**config.mk**
```make
export PLATFORM = sky130hd
export DESIGN_NAME = alu_op_sequencer_flat
export DESIGN_NICKNAME = d
export VERILOG_FILES = /design/src/rtl/alu_pkg.sv /design/src/rtl/alu_op_sequencer_if.sv /design/src/rtl/alu_op_seq_stats.sv /design/src/rtl/alu_op_sequencer.sv /design/src/flat_wrapper.sv
export SDC_FILE = /design/constraint.sdc
export NUM_CORES = 1
export LEC_CHECK = 0
export CAP_MARGIN = 5
export CELL_PAD_IN_SITES_DETAIL_PLACEMENT = 2
export CELL_PAD_IN_SITES_GLOBAL_PLACEMENT = 2
export CORE_MARGIN = 5
export CORE_UTILIZATION = 44
export CTS_BUF_LIST = sky130_fd_sc_hd__clkbuf_8
export DETAILED_ROUTE_END_ITERATION = 16
export DONT_BUFFER_PORTS = 1
export GPL_TIMING_DRIVEN = 0
export PLACE_DENSITY = 0.88
export SLEW_MARGIN = 20
export SYNTH_ARGS = -nofsm -noshare
export SYNTH_HDL_FRONTEND = slang
export SYNTH_SLANG_ARGS = --single-unit
```
**constraint.sdc**
```tcl
create_clock -name clk -period 4.1 [get_ports clk]
set_clock_uncertainty 0.1 [all_clocks]
set_input_delay 0.41 -clock clk [delete_from_list [all_inputs] [get_ports clk]]
set_output_delay 0.41 -clock clk [all_outputs]
set_load 0.01 [all_outputs]
```
**src/rtl/alu_pkg.sv**
```systemverilog
// alu_pkg: shared op, flag and state types for the ALU op sequencer
// Contents: op_e (ALU op select), flags_t ({n,z,c,v}), state_e (sequencer FSM states)
package alu_pkg;
  typedef enum logic [2:0] {
    OP_1 = 3'b000, OP_2, OP_3, OP_4, OP_5, OP_6, OP_7, OP_ILLEGAL
  } op_e;
  typedef struct packed {
    logic n;
    logic z;
    logic c;
    logic v;
  } flags_t;
  typedef enum logic [2:0] {S_IDLE, S_ISSUE, S_WAIT, S_CAPTURE, S_DONE} state_e;
endpackage

```
**src/rtl/alu_op_sequencer_if.sv**
```systemverilog
// alu_op_sequencer_if: command, ALU and result buses of the ALU op sequencer
// Signals: cmd_* (command valid/ready handshake), alu_* (op/operands out, result/flags in),
// res_* (result valid/ready handshake). slave = sequencer side, master = controller/ALU side.
interface alu_op_sequencer_if #(parameter int P = 4, parameter int CNT_W = 4);
  logic             cmd_valid;
  logic             cmd_ready;
  logic [2:0]       cmd_op;
  logic [P-1:0]     cmd_a;
  logic [P-1:0]     cmd_b;
  logic [CNT_W-1:0] cmd_count;
  logic [2:0]       alu_op;
  logic [P-1:0]     alu_a;
  logic [P-1:0]     alu_b;
  logic [P-1:0]     alu_result;
  logic [3:0]       alu_flags;
  logic             res_valid;
  logic             res_ready;
  logic [P-1:0]     res_data;
  logic [3:0]       res_flags;
  logic             res_err;
  modport slave (
    input  cmd_valid, cmd_op, cmd_a, cmd_b, cmd_count, alu_result, alu_flags, res_ready,
    output cmd_ready, alu_op, alu_a, alu_b, res_valid, res_data, res_flags, res_err
  );
  modport master (
    output cmd_valid, cmd_op, cmd_a, cmd_b, cmd_count, alu_result, alu_flags, res_ready,
    input  cmd_ready, alu_op, alu_a, alu_b, res_valid, res_data, res_flags, res_err
  );
endinterface

```
**src/rtl/alu_op_seq_stats.sv**
```systemverilog
// alu_op_seq_stats: saturating completed-command and iteration counters
// Ports: clk, rst_n (async active-low), clr (sync clear, beats increment),
// cmd_done/iter (increment strobes), stat_cmds/stat_iters (16-bit counts)
module alu_op_seq_stats (
  input  logic        clk,
  input  logic        rst_n,
  input  logic        clr,
  input  logic        cmd_done,
  input  logic        iter,
  output logic [15:0] stat_cmds,
  output logic [15:0] stat_iters
);
  always_ff @(posedge clk or negedge rst_n) begin
    if (!rst_n) begin
      stat_cmds  <= '0;
      stat_iters <= '0;
    end else if (clr) begin
      stat_cmds  <= '0;
      stat_iters <= '0;
    end else begin
      if (cmd_done && stat_cmds != 16'hFFFF) stat_cmds <= stat_cmds + 16'd1;
      if (iter && stat_iters != 16'hFFFF) stat_iters <= stat_iters + 16'd1;
    end
  end
endmodule

```
**src/rtl/alu_op_sequencer.sv**
```systemverilog
// alu_op_sequencer: sequences repeated ALU ops, feeding the result back as operand A
// Ports: clk, rst_n (async active-low), bus (alu_op_sequencer_if.slave: cmd/alu/res buses),
// busy (state != IDLE). With ALU_OP_SEQ_STATS_EN defined also stat_clr, stat_cmds, stat_iters.
// Params: P data width, CNT_W repeat-count width, ALU_LAT settle cycles (0..3) before capture.
module alu_op_sequencer
  import alu_pkg::*;
#(
  parameter int P       = 4,
  parameter int CNT_W   = 4,
  parameter int ALU_LAT = 0
) (
  input  logic clk,
  input  logic rst_n,
  alu_op_sequencer_if.slave bus,
  output logic busy
`ifdef ALU_OP_SEQ_STATS_EN
  ,
  input  logic        stat_clr,
  output logic [15:0] stat_cmds,
  output logic [15:0] stat_iters
`endif
);
  state_e           state, nxt;
  op_e              op;
  logic [P-1:0]     acc, b, rdata;
  logic [CNT_W-1:0] rem;
  logic [1:0]       wcnt;
  flags_t           flags;
  logic             err;
  logic             last, wait_done;
  assign last      = rem == CNT_W'(1);
  assign wait_done = wcnt == 2'(ALU_LAT - 1);
  assign bus.cmd_ready = state == S_IDLE;
  assign bus.res_valid = state == S_DONE;
  assign bus.res_data  = rdata;
  assign bus.res_flags = flags;
  assign bus.res_err   = err;
  assign busy          = state != S_IDLE;
  always_ff @(posedge clk or negedge rst_n)
    if (!rst_n) state <= S_IDLE;
    else state <= nxt;
  always_comb begin
    nxt = state;
    unique case (state)
      S_IDLE:    nxt = !bus.cmd_valid ? S_IDLE : (bus.cmd_op == OP_ILLEGAL ? S_DONE : S_ISSUE);
      S_ISSUE:   nxt = ALU_LAT > 0 ? S_WAIT : S_CAPTURE;
      S_WAIT:    nxt = wait_done ? S_CAPTURE : S_WAIT;
      S_CAPTURE: nxt = last ? S_DONE : S_ISSUE;
      S_DONE:    nxt = bus.res_ready ? S_IDLE : S_DONE;
      default:   nxt = S_IDLE;
    endcase
  end
  // ALU drive registers only change in ISSUE, so the ALU sees stable inputs through WAIT/CAPTURE
  always_ff @(posedge clk or negedge rst_n) begin
    if (!rst_n) begin
      op          <= OP_1;
      acc         <= '0;
      b           <= '0;
      rdata       <= '0;
      rem         <= '0;
      wcnt        <= '0;
      flags       <= '0;
      err         <= 1'b0;
      bus.alu_op  <= '0;
      bus.alu_a   <= '0;
      bus.alu_b   <= '0;
    end else begin
      unique case (state)
        S_IDLE: if (bus.cmd_valid) begin
          op  <= op_e'(bus.cmd_op);
          acc <= bus.cmd_a;
          b   <= bus.cmd_b;
          rem <= bus.cmd_count == '0 ? CNT_W'(1) : bus.cmd_count;
          if (bus.cmd_op == OP_ILLEGAL) begin
            rdata <= '0;
            flags <= '0;
            err   <= 1'b1;
          end
        end
        S_ISSUE: begin
          bus.alu_op <= op;
          bus.alu_a  <= acc;
          bus.alu_b  <= b;
          wcnt       <= '0;
        end
        S_WAIT: wcnt <= wcnt + 2'd1;
        S_CAPTURE: begin
          acc   <= bus.alu_result;
          rdata <= bus.alu_result;
          flags <= flags_t'(bus.alu_flags);
          rem   <= rem - CNT_W'(1);
        end
        S_DONE: if (bus.res_ready) err <= 1'b0;
        default: ;
      endcase
    end
  end
`ifdef ALU_OP_SEQ_STATS_EN
  alu_op_seq_stats u_stats (
    .clk        (clk),
    .rst_n      (rst_n),
    .clr        (stat_clr),
    .cmd_done   (state == S_DONE && bus.res_ready),
    .iter       (state == S_CAPTURE),
    .stat_cmds  (stat_cmds),
    .stat_iters (stat_iters)
  );
`endif
endmodule

```
**src/flat_wrapper.sv**
```systemverilog
// flat-port wrapper written by rule: the top's interface ports become plain ports
module alu_op_sequencer_flat import alu_pkg::*;
#(
  parameter int P       = 4,
  parameter int CNT_W   = 4,
  parameter int ALU_LAT = 0
)
  (clk, rst_n, busy, bus_cmd_valid, bus_cmd_op, bus_cmd_a, bus_cmd_b, bus_cmd_count, bus_alu_result, bus_alu_flags, bus_res_ready, bus_cmd_ready, bus_alu_op, bus_alu_a, bus_alu_b, bus_res_valid, bus_res_data, bus_res_flags, bus_res_err);
  alu_op_sequencer_if #(.P(P), .CNT_W(CNT_W)) bus_i ();
  input  logic clk;
  input  logic rst_n;
  output logic busy;
  input wire logic [$bits(bus_i.cmd_valid)-1:0] bus_cmd_valid;
  input wire logic [$bits(bus_i.cmd_op)-1:0] bus_cmd_op;
  input wire logic [$bits(bus_i.cmd_a)-1:0] bus_cmd_a;
  input wire logic [$bits(bus_i.cmd_b)-1:0] bus_cmd_b;
  input wire logic [$bits(bus_i.cmd_count)-1:0] bus_cmd_count;
  input wire logic [$bits(bus_i.alu_result)-1:0] bus_alu_result;
  input wire logic [$bits(bus_i.alu_flags)-1:0] bus_alu_flags;
  input wire logic [$bits(bus_i.res_ready)-1:0] bus_res_ready;
  output wire logic [$bits(bus_i.cmd_ready)-1:0] bus_cmd_ready;
  output wire logic [$bits(bus_i.alu_op)-1:0] bus_alu_op;
  output wire logic [$bits(bus_i.alu_a)-1:0] bus_alu_a;
  output wire logic [$bits(bus_i.alu_b)-1:0] bus_alu_b;
  output wire logic [$bits(bus_i.res_valid)-1:0] bus_res_valid;
  output wire logic [$bits(bus_i.res_data)-1:0] bus_res_data;
  output wire logic [$bits(bus_i.res_flags)-1:0] bus_res_flags;
  output wire logic [$bits(bus_i.res_err)-1:0] bus_res_err;
  assign bus_i.cmd_valid = bus_cmd_valid;
  assign bus_i.cmd_op = bus_cmd_op;
  assign bus_i.cmd_a = bus_cmd_a;
  assign bus_i.cmd_b = bus_cmd_b;
  assign bus_i.cmd_count = bus_cmd_count;
  assign bus_i.alu_result = bus_alu_result;
  assign bus_i.alu_flags = bus_alu_flags;
  assign bus_i.res_ready = bus_res_ready;
  assign bus_cmd_ready = bus_i.cmd_ready;
  assign bus_alu_op = bus_i.alu_op;
  assign bus_alu_a = bus_i.alu_a;
  assign bus_alu_b = bus_i.alu_b;
  assign bus_res_valid = bus_i.res_valid;
  assign bus_res_data = bus_i.res_data;
  assign bus_res_flags = bus_i.res_flags;
  assign bus_res_err = bus_i.res_err;
  alu_op_sequencer #(.P(P), .CNT_W(CNT_W), .ALU_LAT(ALU_LAT)) u_core (.clk(clk), .rst_n(rst_n), .bus(bus_i), .busy(busy));
endmodule
```
=== Word-level counts from Yosys, hierarchy flattened ===
Index checks and enable logic that the tools add are counted.

* Flip-flop bits (word level): 40
* Latch bits: 0
* RAM bits: 0
* Bits in read-only memories: 0
* Input bits: 27
* Output and inout bits: 23
* Word-level logic and storage cells: 57
* Memories: 0

* $add $sub $neg: 2
* Multiply operators: 0
* Div/mod/pow operators: 0
* Order comparisons: 0
* Equal/unequal tests: 10
* Shifts and indexed selects: 0
* Muxes and demuxes: 20
* Bitwise logic cells: 0
* Reductions and logical operators: 10

{| class="wikitable"
|+ Operators with widths
! cell !! count
|-
| one-hot mux 4 bit (2 select lines) || 4
|-
| two-way mux 4 bit || 5
|-
| one-hot mux 3 bit (5 select lines) || 1
|-
| two-way mux 3 bit || 4
|-
| == test 3 x 2 -> 1 bit, second input constant || 2
|-
| == test 3 bit, second input constant || 2
|-
| nonzero test 2 bit || 3
|-
| == test 4 x 1 -> 1 bit, second input constant || 1
|-
| zero test 4 bit || 1
|-
| two-way mux 1 bit || 4
|-
| inequality test 2 bit, second input constant || 2
|-
| one-hot mux 2 bit (2 select lines) || 1
|-
| AND reduction 2 bit || 2
|-
| AND reduction 4 bit || 1
|-
| subtractor 4 x 1 -> 4 bit, second input constant || 1
|-
| == test 3 x 1 -> 1 bit, second input constant || 1
|-
| zero test 3 bit || 1
|-
| AND reduction 3 bit || 1
|-
| nonzero test 3 bit || 1
|-
| adder 2 x 1 -> 2 bit, second input constant || 1
|-
| == test 2 bit, second input constant || 1
|-
| inequality test 2 x 1 -> 1 bit, second input constant || 1
|-
| one-hot mux 1 bit (2 select lines) || 1
|}

=== Longest topological paths before layout ===
Gate-level depths: netlist of the first run.

* Word-level depth: 4
* Depth in mapped cells: 6
* Mapped depth without buffers: 5

=== Worst setup path before layout of the first run ===
OpenSTA, ideal clock, no wires.

* Path kind: reg-to-reg
* Start point: register u_core.state[1]
* End point: register u_core.bus.alu_a[0]
* Setup time: 0.125 ns
* Data arrival time: 1.385 ns
* Required time: 3.875 ns
* Slack: 2.490 ns
* Cell stages (with the launch flop): 6
* Path buffers: 2
* Period minus slack after synthesis: 1.610 ns
* Cell sequence: dfrtp_1 buf_4 nor2b_1 nor2b_1 buf_2 mux2_2

* Word-level cells in the longest chain between the ends: 1

{| class="wikitable"
|+ RTL lines
! what !! RTL line !! RTL
|-
| start: declaration || alu_op_sequencer.sv:23 || <nowiki>state_e state, nxt;</nowiki>
|-
| start signal: assignment || alu_op_sequencer.sv:41 || <nowiki>else state <= nxt;</nowiki>
|-
| == test 3 x 1 -> 1 bit || alu_op_sequencer.sv:68 || <nowiki>unique case (state)</nowiki>
|-
| end signal: assignment || alu_op_sequencer.sv:65 || <nowiki>bus.alu_a <= '0;</nowiki>
|-
| end signal: assignment || alu_op_sequencer.sv:82 || <nowiki>bus.alu_a <= acc;</nowiki>
|-
| end: declaration || alu_op_sequencer_if.sv:23 || <nowiki>output cmd_ready, alu_op, alu_a, alu_b, res_valid, res_data, res_flags, res_err</nowiki>
|}

Every way passes these cells.
A chain may end at the register's enable or synchronous reset.

=== Worst setup path in the final report of the first run ===
* Start point: register u_core.state[2]
* End point: output port bus_cmd_ready

* Word-level cells in the longest chain between the ends: 1

{| class="wikitable"
|+ RTL lines
! what !! RTL line !! RTL
|-
| zero test 3 bit || alu_op_sequencer.sv:33 || <nowiki>assign bus.cmd_ready = state == S_IDLE;</nowiki>
|-
| end: declaration || flat_wrapper.sv:21 || <nowiki>output wire logic [$bits(bus_i.cmd_ready)-1:0] bus_cmd_ready;</nowiki>
|}

Every way passes these cells.

==> results of run 1 <==
cells in the mapped netlist (2+ instances only):
master,instances,area [sq um]
dfrtp_1,40,1000
nand2_1,32,120
mux2_2,11,124
o21ai_0,8,40.0
a22o_1,6,52.6
inv_1,6,22.5
a21o_1,4,30.0
buf_2,3,15.0
buf_4,3,22.5
ha_1,3,37.5
nor2_1,3,11.3
nor2b_1,3,18.8
nor3_1,3,15.0
a21oi_1,2,10.0
a221o_1,2,20.0
and2_1,2,12.5
nand3_1,2,10.0
layer usage:
metal | up-vias | track usage (%) | share of wire, %
met4 | 0 | 8.85 | 3.0
met1 | 655 | 20.0 | 36
met3 | 14 | 7.39 | 7.6
met5 | - | 0 | 0
li1 | 569 | - | -
met2 | 44 | 35.0 | 54
per-stage QoR:
step / cell area, sq um / setup slack [ns]
after floorplan: 1780 / 2.49
after global placement: 1850 / 2.27
after detailed placement: 1850 / 2.22
after CTS: 2010 / 2.07
after global routing: 2010 / 2.01
final: 2010 / 2.09
state kept, by name, summed over array words and instances, names as in the netlist:
register,cells
u_core.b,4
u_core.state,3
u_core.bus.res_err,1
u_core.bus.res_flags,4
u_core.op,3
u_core.bus.alu_b,4
u_core.bus.alu_op,3
u_core.wcnt,2
u_core.acc,4
u_core.bus.alu_a,4
u_core.bus.res_data,4
u_core.rem,4
how the worst min path moves through the flow:
stage	to	slack, ns	cells after the start
floorplan	u_core.acc[0]$_DFFE_PN0P_	0.01	0
global placement	u_core.bus.res_flags[2]$_DFFE_PN0P_	0.02	0
detailed placement	u_core.bus.res_flags[1]$_DFFE_PN0P_	0.02	0
CTS	u_core.b[1]$_DFFE_PN0P_	0.10	2
global route	u_core.b[3]$_DFFE_PN0P_	0.12	2
finish	u_core.b[1]$_DFFE_PN0P_	0.11	2
cells by family (layout without fill, tap and decap cells):
family	after synthesis	count (layout)
DFF	40	40
AOI/OAI and AO/OA	35	35
muxes	12	12
buffers and inverters	14	23
and+or+nand+nor	54	54
adders and majority gates	3	3
power groups by stage:
stage                     combinational [mW]  clock [mW]  sequential (mW)
after floorplan                        0.443           0            0.722
after global placement                 0.513           0            0.755
after detailed placement               0.567           0            0.770
after CTS                              0.587       0.388            0.766
after global routing                   0.644       0.402            0.784
final                                  0.573       0.375            0.759
final cells by class:
class,count,area share [%]
Clock buffer,5,3.43
Multi-Input combinational cell,104,35.3
Tap cell,50,3.12
Timing Repair Buffer,2,1.50
Inverter,6,1.12
Clock inverter,2,2.99
Buffer,8,2.62
Sequential cell,40,49.9
==> flow_summary.json, run 1 <==
{
  "grt_antenna_before_repair": 0,
  "path_delay_family": "flip-flops",
  "timing_worst_setup_path_type": "reg -> out",
  "startpoint": "u_core.state[2]$_DFF_PN0_",
  "rsz0062_at_grt": "no",
  "p_int_mw": 1.09,
  "path_cells": "buf_2, or3_1, inv_1",
  "reg2reg_to": "u_core.rem[1]$_DFFE_PN0P_",
  "setup_tns_ns": 0,
  "status": "complete, no violations",
  "p_leak_nw": 0.951,
  "synth-seq-area-share_pct": 56.1,
  "worstPathRequired_ns": 3.59,
  "final_util_pct": 50.5,
  "period_share_pct": 49.1,
  "portBuffers": 0,
  "ys_seq_elements": 40,
  "vias_per_cell": 5.91,
  "ant_nets": 0,
  "die-width_um": 73.7,
  "grt_pass1_wl_um": 7780,
  "layout_commonest_cell": "dfrtp_1",
  "postSynth.asyncResetShare_pct": 100,
  "num_rows": 23,
  "yosys.area_share.simple_pct": 15.2,
  "cts_buffers": 5,
  "cts_hold_buf": 2,
  "hold_violations": 0,
  "holdWs_ns": 0.114,
  "grtUsageTotal_pct": 19.6,
  "routed_wl_um": 4650,
  "clockBufferDepth": 2,
  "yosysUniqueCellTypes": 42,
  "drt_iter0_drc": 17,
  "clock_latency_ns": 0.30,
  "dp_cells": 208,
  "setup_viol_count_final": 0,
  "cp.depth": 3,
  "max-slew-margin-rel_pct": 58.7,
  "num_antenna_cells": 0,
  "regToRegSetupSlack_ns": 2.23,
  "cpPeakStageDelay_ns": 0.44,
  "synth-xor-area-share_pct": 0,
  "p_total_mw": 1.71,
  "synth-edff-count": 0,
  "grt_overflow": 0,
  "yosys_warnings": 0,
  "io_pins": 50,
  "layout.cells.most_common_list": "dfrtp_1 (40), nand2_1 (32), mux2_2 (11)",
  "cts_sinks": 40,
  "path_max_fanout": 10,
  "power.density_mw_per_mm2": 851,
  "clkSlewWorstSetupHoldPaths_ns": 0.08,
  "fin_nets": 197,
  "slew_violations": 0,
  "synthAdderAreaFrac_pct": 2.10,
  "critPathCaptureType": "output pin",
  "synthCells": 158,
  "hold_class": "in -> reg",
  "cpMaxStageDelayCell": "dfrtp_1",
  "firstDrtPassIters": 3,
  "h-tree-depth": 2,
  "switching_share_pct": 35.9,
  "grt_pass1_vias": 1558,
  "seqPwrFrac_pct": 44.5,
  "netlist_area_sq_mm": 0.00178,
  "start_util_pct": 44.9,
  "fmax_mhz": 497,
  "post_cts_buffers": 0,
  "vias": 1282,
  "synth_nets": 188,
  "regArea_sq_mm": 0.00100,
  "hp-start": "bus_cmd_b[1]",
  "ir_drop_mv": 0.317,
  "fill_cells": 403,
  "drv_cap": 0,
  "drive_gt1_share_pct": 19.8,
  "dpl.hpwl_um": 3410,
  "synth_compound_area_share_pct": 14.8,
  "arrival_ns": 1.50,
  "worst_pin_slew_ns": 0.617,
  "drc_errors": 0,
  "stdcell_count": 217,
  "p_clk_share_pct": 22.0,
  "netSwitchingPower_mw": 0.613,
  "synth_mux_area_share_pct": 7.57,
  "core-area_sq_mm": 0.00397,
  "cts-root-buf": "clkbuf_8",
  "critPathCapture": "bus_cmd_ready",
  "start_kind": "flop",
  "cts_resized": 0,
  "fp.dieH_um": 73.7,
  "post_drt_wl_per_cell_um": 21.4,
  "r2r_start": "u_core.state[0]$_DFF_PN0_",
  "synthToLayoutAreaGrowth_pct": 12.4,
  "combinationalPowerShare_pct": 33.6,
  "reg2regPathDepth": 4,
  "ys.flop_type": "dfrtp_1",
  "synth_top_family_by_area": "simple AND/OR/NAND/NOR gates",
  "avgSynthCellArea_sq_um": 11.3,
  "cts_tree": "yes",
  "finalWeightedCongestion": 0.802,
  "grt_max_degree": 41,
  "dieArea_sq_mm": 0.00543,
  "multi_input_area_sq_um": 708,
  "period_needed_ns": 2.01,
  "crit_buf_inv": 2
}
Power figures use the tool's default switching activity.
==> run 2: changes to the inputs <==
--- a/config.mk
+++ b/config.mk
@@ -9,12 +9,12 @@
 export CELL_PAD_IN_SITES_DETAIL_PLACEMENT = 2
 export CELL_PAD_IN_SITES_GLOBAL_PLACEMENT = 2
 export CORE_MARGIN = 5
-export CORE_UTILIZATION = 44
+export CORE_UTILIZATION = 41
 export CTS_BUF_LIST = sky130_fd_sc_hd__clkbuf_8
 export DETAILED_ROUTE_END_ITERATION = 16
 export DONT_BUFFER_PORTS = 1
 export GPL_TIMING_DRIVEN = 0
-export PLACE_DENSITY = 0.88
+export PLACE_DENSITY = 0.83
 export SLEW_MARGIN = 20
 export SYNTH_ARGS = -nofsm -noshare
 export SYNTH_HDL_FRONTEND = slang
==> constraint.sdc (replaced) <==
create_clock -name clk -period 2.1 [get_ports clk]
set_clock_uncertainty 0.1 [all_clocks]
set_input_delay 0.21 -clock clk [delete_from_list [all_inputs] [get_ports clk]]
set_output_delay 0.21 -clock clk [all_outputs]
set_load 0.01 [all_outputs]
==> flow_summary.json, run 2 (same netlist as run 1, synthesis figures left out) <==
{
  "firstDrtPassIters": 4,
  "clock_latency_ns": 0.31,
  "timing_worst_setup_path_type": "reg -> reg",
  "grtUsageTotal_pct": 17.9,
  "fill_cells": 433,
  "grt_max_degree": 41,
  "cts_buffers": 5,
  "power.density_mw_per_mm2": 1460,
  "drv_cap": 0,
  "portBuffers": 0,
  "ir_drop_mv": 0.573,
  "setup_viol_count_final": 0,
  "path_max_fanout": 10,
  "post_drt_wl_per_cell_um": 20.4,
  "rsz0062_at_grt": "no",
  "h-tree-depth": 2,
  "status": "complete, no violations",
  "grt_overflow": 0,
  "start_kind": "flop",
  "grt_pass1_vias": 1548,
  "fmax_mhz": 531,
  "routed_wl_um": 4900,
  "switching_share_pct": 38.4,
  "dp_slack_ns": 0.231,
  "drt_iter0_drc": 35,
  "layout_setup_ws_ns": 0.217,
  "num_rows": 24,
  "fp.dieH_um": 76.0,
  "drive_gt1_share_pct": 17.6,
  "io_pins": 50,
  "worstPathRequired_ns": 2.19,
  "core-area_sq_mm": 0.00429,
  "p_int_mw": 1.96,
  "grt_pass1_wl_um": 8180,
  "critPathCaptureType": "flop",
  "cts-root-buf": "clkbuf_8",
  "die-width_um": 76.0,
  "p_total_mw": 3.17,
  "synthToLayoutAreaGrowth_pct": 21.8,
  "drc_errors": 0,
  "combinationalPowerShare_pct": 35.5,
  "period_share_pct": 89.6,
  "netSwitchingPower_mw": 1.22,
  "grt_antenna_before_repair": 0,
  "p_clk_share_pct": 17.4,
  "clockBufferDepth": 2,
  "dpl.hpwl_um": 3490,
  "cts_tree": "yes",
  "seqPwrFrac_pct": 47.1,
  "arrival_ns": 1.97,
  "setup_tns_ns": 0,
  "post_cts_buffers": 0,
  "finalWeightedCongestion": 0.718,
  "worst_pin_slew_ns": 0.571,
  "dieArea_sq_mm": 0.00577,
  "start_util_pct": 41.6,
  "vias_per_cell": 5.65,
  "layout.cells.most_common_list": "dfrtp_1 (40), nand2_1 (32), dlygate4sd3_1 (21)",
  "final_util_pct": 50.6,
  "max-slew-margin-rel_pct": 61.8,
  "slew_violations": 0,
  "regToRegSetupSlack_ns": 0.22,
  "layout_commonest_cell": "dfrtp_1",
  "clkSlewWorstSetupHoldPaths_ns": 0.08,
  "cts_sinks": 40,
  "ant_nets": 0,
  "fin_nets": 217,
  "hold_violations": 0,
  "p_leak_nw": 1.02,
  "vias": 1355,
  "num_antenna_cells": 0,
  "period_needed_ns": 1.88,
  "hold_class": "in -> reg"
}
## run 2: changes by cell type in the layout (fill, tap and decap cells not counted)
| cell | delta |
|---|---|
| clkbuf_8 | +1 |
| clkinvlp_4 | +1 |
| dlygate4sd3_1 | +20 |
| bufinv_16 | -2 |
| inv_1 | +1 |
## run 2: timing repair
action                                 CTS  global route
resized for setup                        0             0
endpoints found under the hold margin   61             0
setup endpoints to repair                0             0
hold buffers                            22             0
## run 2: path summary, 6_finish.rpt
| kind | end | startpoint | depth (start not counted) |
|---|---|---|---|
| worst max-delay path | u_core.bus.alu_b[3]$_DFFE_PN0P_ | u_core.state[1]$_DFF_PN0_ | 5 |
| worst min-delay path | u_core.state[2]$_DFF_PN0_ | bus_cmd_valid | 2 |
| worst max register to register | u_core.bus.alu_b[3]$_DFFE_PN0P_ | u_core.state[1]$_DFF_PN0_ | 5 |
| worst min register to register | u_core.b[1]$_DFFE_PN0P_ | u_core.b[1]$_DFFE_PN0P_ | 2 |
| max in group asynchronous | u_core.acc[1]$_DFFE_PN0P_ | rst_n | 2 |
| min in group asynchronous | u_core.bus.alu_b[2]$_DFFE_PN0P_ | rst_n | 2 |
## run 2: final cells by class
cell class	count	area (sq um)	area share (%)
Clock buffer	6	82.6	3.80
Timing Repair Buffer	22	230	10.6
Clock inverter	2	11.3	0.518
Inverter	6	22.5	1.04
Multi-Input combinational cell	104	708	32.6
Sequential cell	40	1000	46.1
Buffer	8	52.6	2.42
Tap cell	52	65.1	2.99
## run 2: power groups by stage
stage | logic [mW] | registers, mW | clock network, mW
final | 1.13 | 1.49 | 0.551
after global placement | 0.998 | 1.48 | 0
after detailed placement | 1.09 | 1.52 | 0
after floorplan | 0.866 | 1.41 | 0
after CTS | 1.15 | 1.50 | 0.560
after global routing | 1.25 | 1.54 | 0.594
## run 2: routing by layer
| layer | global-route usage [%] | part of all wire, % |
|---|---|---|
| met5 | 0 | 0 |
| met4 | 7.47 | 2.0 |
| met3 | 5.81 | 5.7 |
| met2 | 30.6 | 52 |
| met1 | 20.4 | 40 |
## run 2: critical path, stage by stage (launching register included)
cell	delay, ns
dfrtp_1	0.37
buf_4	0.17
nor2b_1	0.22
nor2b_1	0.23
buf_2	0.29
mux2_2	0.39
## run 2: metrics by stage
stage	cell area [sq um]	std cells	hold WS, ns
2_1_floorplan	1780	158	-0.186
3_3_place_gp	1850	210	-0.184
3_5_place_dp	1850	210	-0.185
4_1_cts	2170	240	0.00914
5_1_grt	2170	240	0.0204
6_report	2170	240	0.00838
==> run 3: changes to the inputs <==
--- a/config.mk
+++ b/config.mk
@@ -8,11 +8,12 @@
 export CAP_MARGIN = 5
 export CELL_PAD_IN_SITES_DETAIL_PLACEMENT = 2
 export CELL_PAD_IN_SITES_GLOBAL_PLACEMENT = 2
-export CORE_MARGIN = 5
+export CORE_MARGIN = 1
 export CORE_UTILIZATION = 41
 export CTS_BUF_LIST = sky130_fd_sc_hd__clkbuf_8
 export DETAILED_ROUTE_END_ITERATION = 16
 export DONT_BUFFER_PORTS = 1
+export GPL_ROUTABILITY_DRIVEN = 0
 export GPL_TIMING_DRIVEN = 0
 export PLACE_DENSITY = 0.83
 export SLEW_MARGIN = 20
==> flow_summary.json, run 3 (same netlist as run 1, synthesis figures left out) <==
{
  "clockBufferDepth": 2,
  "arrival_ns": 2.00,
  "setup_viol_count_final": 0,
  "ir_drop_mv": 0.729,
  "fin_nets": 216,
  "num_rows": 23,
  "vias_per_cell": 5.70,
  "core-area_sq_mm": 0.00409,
  "path_cells": "buf_4, nor2b_1, nor2b_1, buf_2, mux2_2",
  "h-tree-depth": 2,
  "period_needed_ns": 1.91,
  "p_total_mw": 3.24,
  "cpMaxStageDelayCell": "mux2_2",
  "clock_latency_ns": 0.30,
  "worstPathRequired_ns": 2.19,
  "critPathCaptureType": "flop",
  "status": "complete, but fails checks",
  "period_share_pct": 91.0,
  "final_util_pct": 53.0,
  "start_util_pct": 43.7,
  "holdWs_ns": -0.000421,
  "wl_met2_um": 2790,
  "hold_class": "in -> reg",
  "dieArea_sq_mm": 0.00462,
  "dpl.hpwl_um": 3250,
  "layout_commonest_cell": "dfrtp_1",
  "synthToLayoutAreaGrowth_pct": 21.3,
  "timing_worst_setup_path_type": "reg -> reg",
  "setup_tns_ns": 0,
  "clkSlewWorstSetupHoldPaths_ns": 0.08,
  "cts-root-buf": "clkbuf_8",
  "ant_nets": 0,
  "vias": 1351,
  "violations": "hold timing",
  "cpPeakStageDelay_ns": 0.39,
  "grt_max_degree": 41,
  "max-slew-margin-rel_pct": 60.0,
  "path_delay_family": "buffers and inverters",
  "cts_buffers": 5,
  "num_antenna_cells": 0,
  "layout.cells.most_common_list": "dfrtp_1 (40), nand2_1 (32), dlygate4sd3_1 (20)",
  "cts_tree": "yes",
  "drc_errors": 0,
  "cts_hold_buf": 20,
  "routed_wl_um": 5190,
  "place_area_sq_mm": 0.00185,
  "fmax_mhz": 523,
  "post_drt_wl_per_cell_um": 21.9,
  "highest_layer": "met4",
  "drv_cap": 0,
  "start_kind": "flop",
  "drive_gt1_share_pct": 18.2,
  "crit_buf_inv": 2,
  "worst_pin_slew_ns": 0.597,
  "grt_overflow": 0,
  "fill_cells": 411,
  "p_leak_nw": 1.01,
  "io_pins": 50,
  "grt_pass1_wl_um": 7980,
  "design_area_sq_mm": 0.00216,
  "firstDrtPassIters": 2,
  "cts_sinks": 40,
  "rsz0062_at_grt": "no",
  "grt_pass1_vias": 1544,
  "die-width_um": 68.0,
  "slew_violations": 0,
  "power.density_mw_per_mm2": 1490,
  "portBuffers": 0,
  "dr_wl_met3_um": 177,
  "hold_violations": 1,
  "grtUsageTotal_pct": 25.3,
  "crit_top_cell": "nor2b_1",
  "drt_iter0_drc": 51,
  "grt_antenna_before_repair": 0,
  "path_max_fanout": 10,
  "cts_resized": 0,
  "wl_met1_um": 2110,
  "post_cts_buffers": 0,
  "fp.dieH_um": 68.0
}
-- run 3: cell types whose count changed in the layout (fill, tap and decap cells not counted), sizes merged --
cell / previous run / this run
dlygate4sd3: 21 / 20
clkinvlp: 1 / 2
inv: 7 / 6
-- run 3: report_power, final --
group,switching (mW),internal [mW]
clock network,0.289,0.266
logic,0.628,0.556
registers,0.360,1.14
total,1.28,1.96
-- run 3: through the flow --
stage	worst slack [ns]	hold WS [ns]	std cells
2_1_floorplan	0.490	-0.186	158
3_3_place_gp	0.295	-0.184	208
3_5_place_dp	0.197	-0.184	208
4_1_cts	0.193	0.00274	236
5_1_grt	0.118	0.0120	237
6_report	0.189	-0.000421	237
-- run 3: worst paths after layout --
check / start / end / slack [ns] / cells after the start
min reg2reg: u_core.b[0]$_DFFE_PN0P_ / u_core.b[0]$_DFFE_PN0P_ / 0.39 / 2
max in group asynchronous: rst_n / u_core.rem[2]$_DFFE_PN0P_ / 1.39 / 2
min: bus_res_ready / u_core.bus.res_err$_DFFE_PN0P_ / -0.0004 / 2
max: u_core.state[1]$_DFF_PN0_ / u_core.bus.alu_a[3]$_DFFE_PN0P_ / 0.19 / 5
min in group asynchronous: rst_n / u_core.bus.alu_op[2]$_DFFE_PN0P_ / 0.31 / 2
max reg2reg: u_core.state[1]$_DFF_PN0_ / u_core.bus.alu_a[3]$_DFFE_PN0P_ / 0.19 / 5
-- run 3: final cells by class --
class                      count  area, sq um  area share [%]
sequential                    40         1000            46.2
inverter                       6         22.5            1.04
multi-input combinational    104          708            32.7
clock inverter                 2         15.0           0.694
timing repair buffer          21          220            10.2
buffer                         8         52.6            2.43
clock buffer                   6         82.6            3.82
tap                           50         62.6            2.89
-- run 3: layer usage --
metal / vias up / global-route usage, %
li1: 608 / -
met1: 700 / 27.4
met2: 36 / 46.0
met3: 7 / 5.50
met4: 0 / 12.5
met5: - / 0
